[src/rtl/pc_sequencer.sv]
// Fetch-stage program counter with sequential/jump/branch/call/return and a return-address stack.
// Optional macro PC_SEQUENCER_HALT_EN adds op 101 HALT and a sticky halted output.
module pc_sequencer #(
  parameter int WIDTH       = 16,
  parameter int STEP        = 1,
  parameter int RESET_VEC   = 0,
  parameter int STACK_DEPTH = 4
) (
  input  logic             clk,
  input  logic             reset,
  input  logic             en_pc,
  input  logic [2:0]       op,
  input  logic [WIDTH-1:0] in_pc,
  input  logic             take,
  output logic [WIDTH-1:0] pc_result,
  output logic             stack_full,
  output logic             stack_empty,
`ifdef PC_SEQUENCER_HALT_EN
  output logic             halted,
`endif
  output logic             stack_err
);

  localparam int DW = $clog2(STACK_DEPTH + 1);
  localparam int AW = (STACK_DEPTH > 1) ? $clog2(STACK_DEPTH) : 1;
  localparam logic [WIDTH-1:0] STEP_W  = WIDTH'(STEP);
  localparam logic [WIDTH-1:0] RESET_W = WIDTH'(RESET_VEC);
  localparam logic [DW-1:0]    FULL_W  = DW'(STACK_DEPTH);

  typedef enum logic [2:0] {
    OP_SEQ    = 3'b000,
    OP_JUMP   = 3'b001,
    OP_BRANCH = 3'b010,
    OP_CALL   = 3'b011,
    OP_RET    = 3'b100,
    OP_HALT   = 3'b101
  } op_e;

  logic [WIDTH-1:0] pc, pc_next;
  logic [DW-1:0]    depth, depth_next;
  logic             err, err_next;
  logic             push;
  logic [WIDTH-1:0] ret_addr;
  logic [WIDTH-1:0] stack_mem [STACK_DEPTH];
  logic [AW-1:0]    wr_idx, rd_idx;
  logic             active;

`ifdef PC_SEQUENCER_HALT_EN
  typedef enum logic {RUN, HALTED} state_e;
  state_e state, state_next;

  assign halted = (state == HALTED);
  assign active = en_pc && (state == RUN);
`else
  assign active = en_pc;
`endif

  assign stack_full  = (depth == FULL_W);
  assign stack_empty = (depth == '0);
  assign pc_result   = pc;
  assign stack_err   = err;
  assign ret_addr    = pc + STEP_W;
  assign wr_idx      = AW'(depth);
  assign rd_idx      = AW'(depth - DW'(1));

  always_comb begin
    pc_next    = pc;
    depth_next = depth;
    err_next   = err;
    push       = 1'b0;
`ifdef PC_SEQUENCER_HALT_EN
    state_next = state;
`endif
    if (active) begin
      case (op)
        OP_SEQ:    pc_next = pc + STEP_W;
        OP_JUMP:   pc_next = in_pc;
        OP_BRANCH: pc_next = take ? pc + in_pc : pc + STEP_W;
        OP_CALL: begin
          if (stack_full) begin
            err_next = 1'b1;
          end else begin
            push       = 1'b1;
            depth_next = depth + DW'(1);
            pc_next    = in_pc;
          end
        end
        OP_RET: begin
          if (stack_empty) begin
            err_next = 1'b1;
          end else begin
            depth_next = depth - DW'(1);
            pc_next    = stack_mem[rd_idx];
          end
        end
`ifdef PC_SEQUENCER_HALT_EN
        OP_HALT:   state_next = HALTED;
`endif
        default:   pc_next = pc;
      endcase
    end
  end

  always_ff @(posedge clk) begin
    if (!reset) begin
      pc    <= RESET_W;
      depth <= '0;
      err   <= 1'b0;
`ifdef PC_SEQUENCER_HALT_EN
      state <= RUN;
`endif
    end else begin
      pc    <= pc_next;
      depth <= depth_next;
      err   <= err_next;
`ifdef PC_SEQUENCER_HALT_EN
      state <= state_next;
`endif
    end
  end

  // Entry contents are don't-care after reset, so the array carries no reset.
  always_ff @(posedge clk) begin
    if (push) stack_mem[wr_idx] <= ret_addr;
  end

endmodule

[config.mk]
export PLATFORM = sky130hd
export DESIGN_NAME = pc_sequencer
export DESIGN_NICKNAME = d
export VERILOG_FILES = /design/src/rtl/pc_sequencer.sv
export SDC_FILE = /design/constraint.sdc
export NUM_CORES = 1
export LEC_CHECK = 0
export CORE_ASPECT_RATIO = 0.7
export CORE_MARGIN = 3
export CORE_UTILIZATION = 30
export CTS_CLUSTER_DIAMETER = 150
export DETAILED_ROUTE_END_ITERATION = 8
export PLACE_DENSITY = 0.44
export RECOVER_POWER = 100
export SYNTH_ARGS = -nofsm -noshare
export SYNTH_HDL_FRONTEND = slang
export SYNTH_SLANG_ARGS = --single-unit
[constraint.sdc]
create_clock -name clk -period 3.2 [get_ports clk]
set_input_delay 0.32 -clock clk [delete_from_list [all_inputs] [get_ports clk]]
set_output_delay 0.32 -clock clk [all_outputs]
set_load 0.03 [all_outputs]
==> out/results.tsv <==
metric	value	unit
status	finished clean	
core_area	15600	µm²
crit_path_start	pc_result[2]	
grt_pass1_wl	21500	µm
grt_usage	16.0	%
start_util	30.9	%
antenna_found_initial	0	
final_util	37.4	%
row_count	38	
clock_skew	0.00940	ns
clock_latency	0.34	ns
nNetsFinal	535	
path_max_fanout	8	
r2r-start	pc_result[2]	
io_pins	42	
crit_chain	nand3_1, nor3_1, and3_1, xor2_2, a21oi_1, or3_1, o31ai_1	
via_count	3714	
worstPathBufferInverterCount	0	
ys_seq_area_share	48.2	%
final_antenna_net_count	0	
p_switching	792	µW
worst_ep_required_time	3.46	ns
cts.path.max_buffers	2	
hold_class	reg -> reg	
synth_top_area_share	39.9	%
power_frac_clock	39.9	%
globalplace.congestion	0.785	
worst_pin_slew	0.821	ns
power-per-cell-area	480	nW/µm²
p_leak	2.18	nW
synth-async-reset-ratio	0	%
comb_power_share	16.4	%
slowest_stage	nor3_1	
die_area	17600	µm²
drcViolationCount	0	
p_int	2.01	mW
postSynthCellCount	436	
cts_tree	built	
synthFlopType	edfxtp_1	
cts_setup_buffers	0	
htreeDepth	3	
timing.rr.end	pc_result[15]	
drtIter0Drc	243	
setup_viol	0	
seqPwrFrac	43.7	%
clk_pin_slew	0.07	ns
post-place-ws	0.382	ns
relSlewSlack	45.3	%
synth_cell_type_count	56	
finalCritPeriodShare	84.9	%
critPathMaxStageDelay	0.68	ns
die_h	112	µm
fmax	0.368	GHz
post_route_cells_drive_above_1_share	10.5	%
endpoint_kind	register	
synthesis.nets	481	
rsz0062_at_grt	no	
arrival	2.98	ns
cts_resized	0	
final_area	5840	µm²
overflow	0	
cp.depth	7	
grt_start_max_net_pins	24	
finalHoldViolations	0	
wl_per_cell	19.6	µm
ff2ff_path_depth	7	
setup_slack	0.483	ns
die_w	157	µm
cap_violations	0	
syn-cell-area	4820	µm²
firstDrtPassIters	5	
criticalPathCategory	reg -> reg	
min_period	2.72	ns
clock-sinks	84	
synth_edf_count	64	
via_per_inst	5.34	
synth.avg_cell_area	11.0	µm²
critPathTopFamily	simple AND/OR/NAND/NOR gates	
root_buffer	clkbuf_16	
drv_slew	0	
reg2reg_setup_slack	0.48	ns
cp-start-kind	register	
n_antenna_cell	0	
peakVddDrop	0.000226	V
synth_top_area_cell	edfxtp_1	
postCtsHoldBufs	0	
finalSetupTns	0	ns
dpl_cell_area	5560	µm²
p_sw_share	28.3	%
ys_warn_count	0	
numCtsBuffers	9	
grt_pass1_vias	3630	
crit_path_end	pc_result[15]	
drt-total-wl	13600	µm
hpwl	10300	µm
area_growth	21.2	%
port_buffers	41	
synth-seq-cells	84	
netlist_top_cells_area	edfxtp_1 40%, dfxtp_1 8.3%, mux4_2 7.5%	
==> sequential cells by signal, summed over array words and instances (netlist names) <==
signal and cells:
depth 3, pc_result 16, stack_err 1, stack_mem 64
==> metrics by stage <==
step | power, mW | cells | hold slack [ns]
floorplan | 1.54 | 436 | 0.488
global placement | 1.72 | 679 | 0.456
detailed placement | 1.72 | 679 | 0.463
CTS | 2.84 | 695 | 0.480
global route | 2.93 | 695 | 0.489
finish | 2.80 | 695 | 0.470
==> cells by family after synthesis <==
kind of cell               synth area share (%)
AOI/OAI and AO/OA                          15.9
muxes                                      7.92
adders and majority gates                  5.87
buffers and inverters                      2.94
and+or+nand+nor                            13.4
xor gates and xnor gates                   5.77
DFF                                        48.2
==> synth_stat cells (7+ instances only) <==
master and instances:
nand3_1 12, a31oi_1 10, nor2_1 36, xnor2_1 16, nor2b_1 9, dfxtp_1 20, edfxtp_1 64, mux4_2 16
inv_1 16, clkbuf_1 14, xor2_1 12, nand2_1 35, ha_1 21, a21oi_1 27, o22ai_1 7, and2_1 8
o21ai_0 17
==> final cells by class <==
| type | instances | area (µm²) |
|---|---|---|
| timing repair buffer | 63 | 546 |
| tap | 200 | 250 |
| sequential | 84 | 2320 |
| multi-input combinational | 316 | 2340 |
| clock buffer | 9 | 225 |
| fill | 1539 | 9760 |
| inverter | 16 | 60.1 |
| clock inverter | 7 | 95.1 |
==> worst min path at each step <==
stage	startpoint	endpoint	slack (ns)	depth (start not counted)
floorplan	in_pc[7]	pc_result[7]	0.49	2
global placement	stack_err	stack_err	0.46	1
detailed placement	stack_err	stack_err	0.46	1
CTS	stack_err	stack_err	0.48	1
global route	stack_err	stack_err	0.49	1
finish	stack_err	stack_err	0.47	1
==> routing by layer <==
metal | wire (µm) | track usage (%) | vias up | part of all wire [%]
met4 | 95 | 2.95 | 0 | 0.70
met1 | 6890 | 24.7 | 1826 | 51
met3 | 648 | 2.99 | 12 | 4.8
li1 | - | - | 1776 | -
met2 | 5980 | 23.8 | 100 | 44
met5 | 0 | 0 | - | 0
==> power groups by stage <==
stage          clock, mW  sequential [mW]  combinational, mW
2_1_floorplan          0             1.27              0.269
3_3_place_gp           0             1.25              0.468
3_5_place_dp           0             1.25              0.467
4_1_cts             1.14             1.23              0.470
5_1_grt             1.19             1.23              0.504
6_report            1.12             1.23              0.459
==> layout by cell type, fill, tap and decap left out, drive strengths merged, types with 19 or more instances in the layout <==
master / n
ha: 21
clkdlybuf4s50: 21
dfxtp: 20
o21ai: 21
a21oi: 27
inv: 19
nor2: 36
edfxtp: 64
dlygate4sd3: 20
nand2: 35
==> worst reg2reg max path, stage by stage (launching register included) <==
cell and delay [ns]:
dfxtp_1 0.49, nand3_1 0.21, nor3_1 0.68, and3_1 0.38, xor2_2 0.29, a21oi_1 0.07
or3_1 0.35, o31ai_1 0.18
Power figures use the tool's default switching activity.
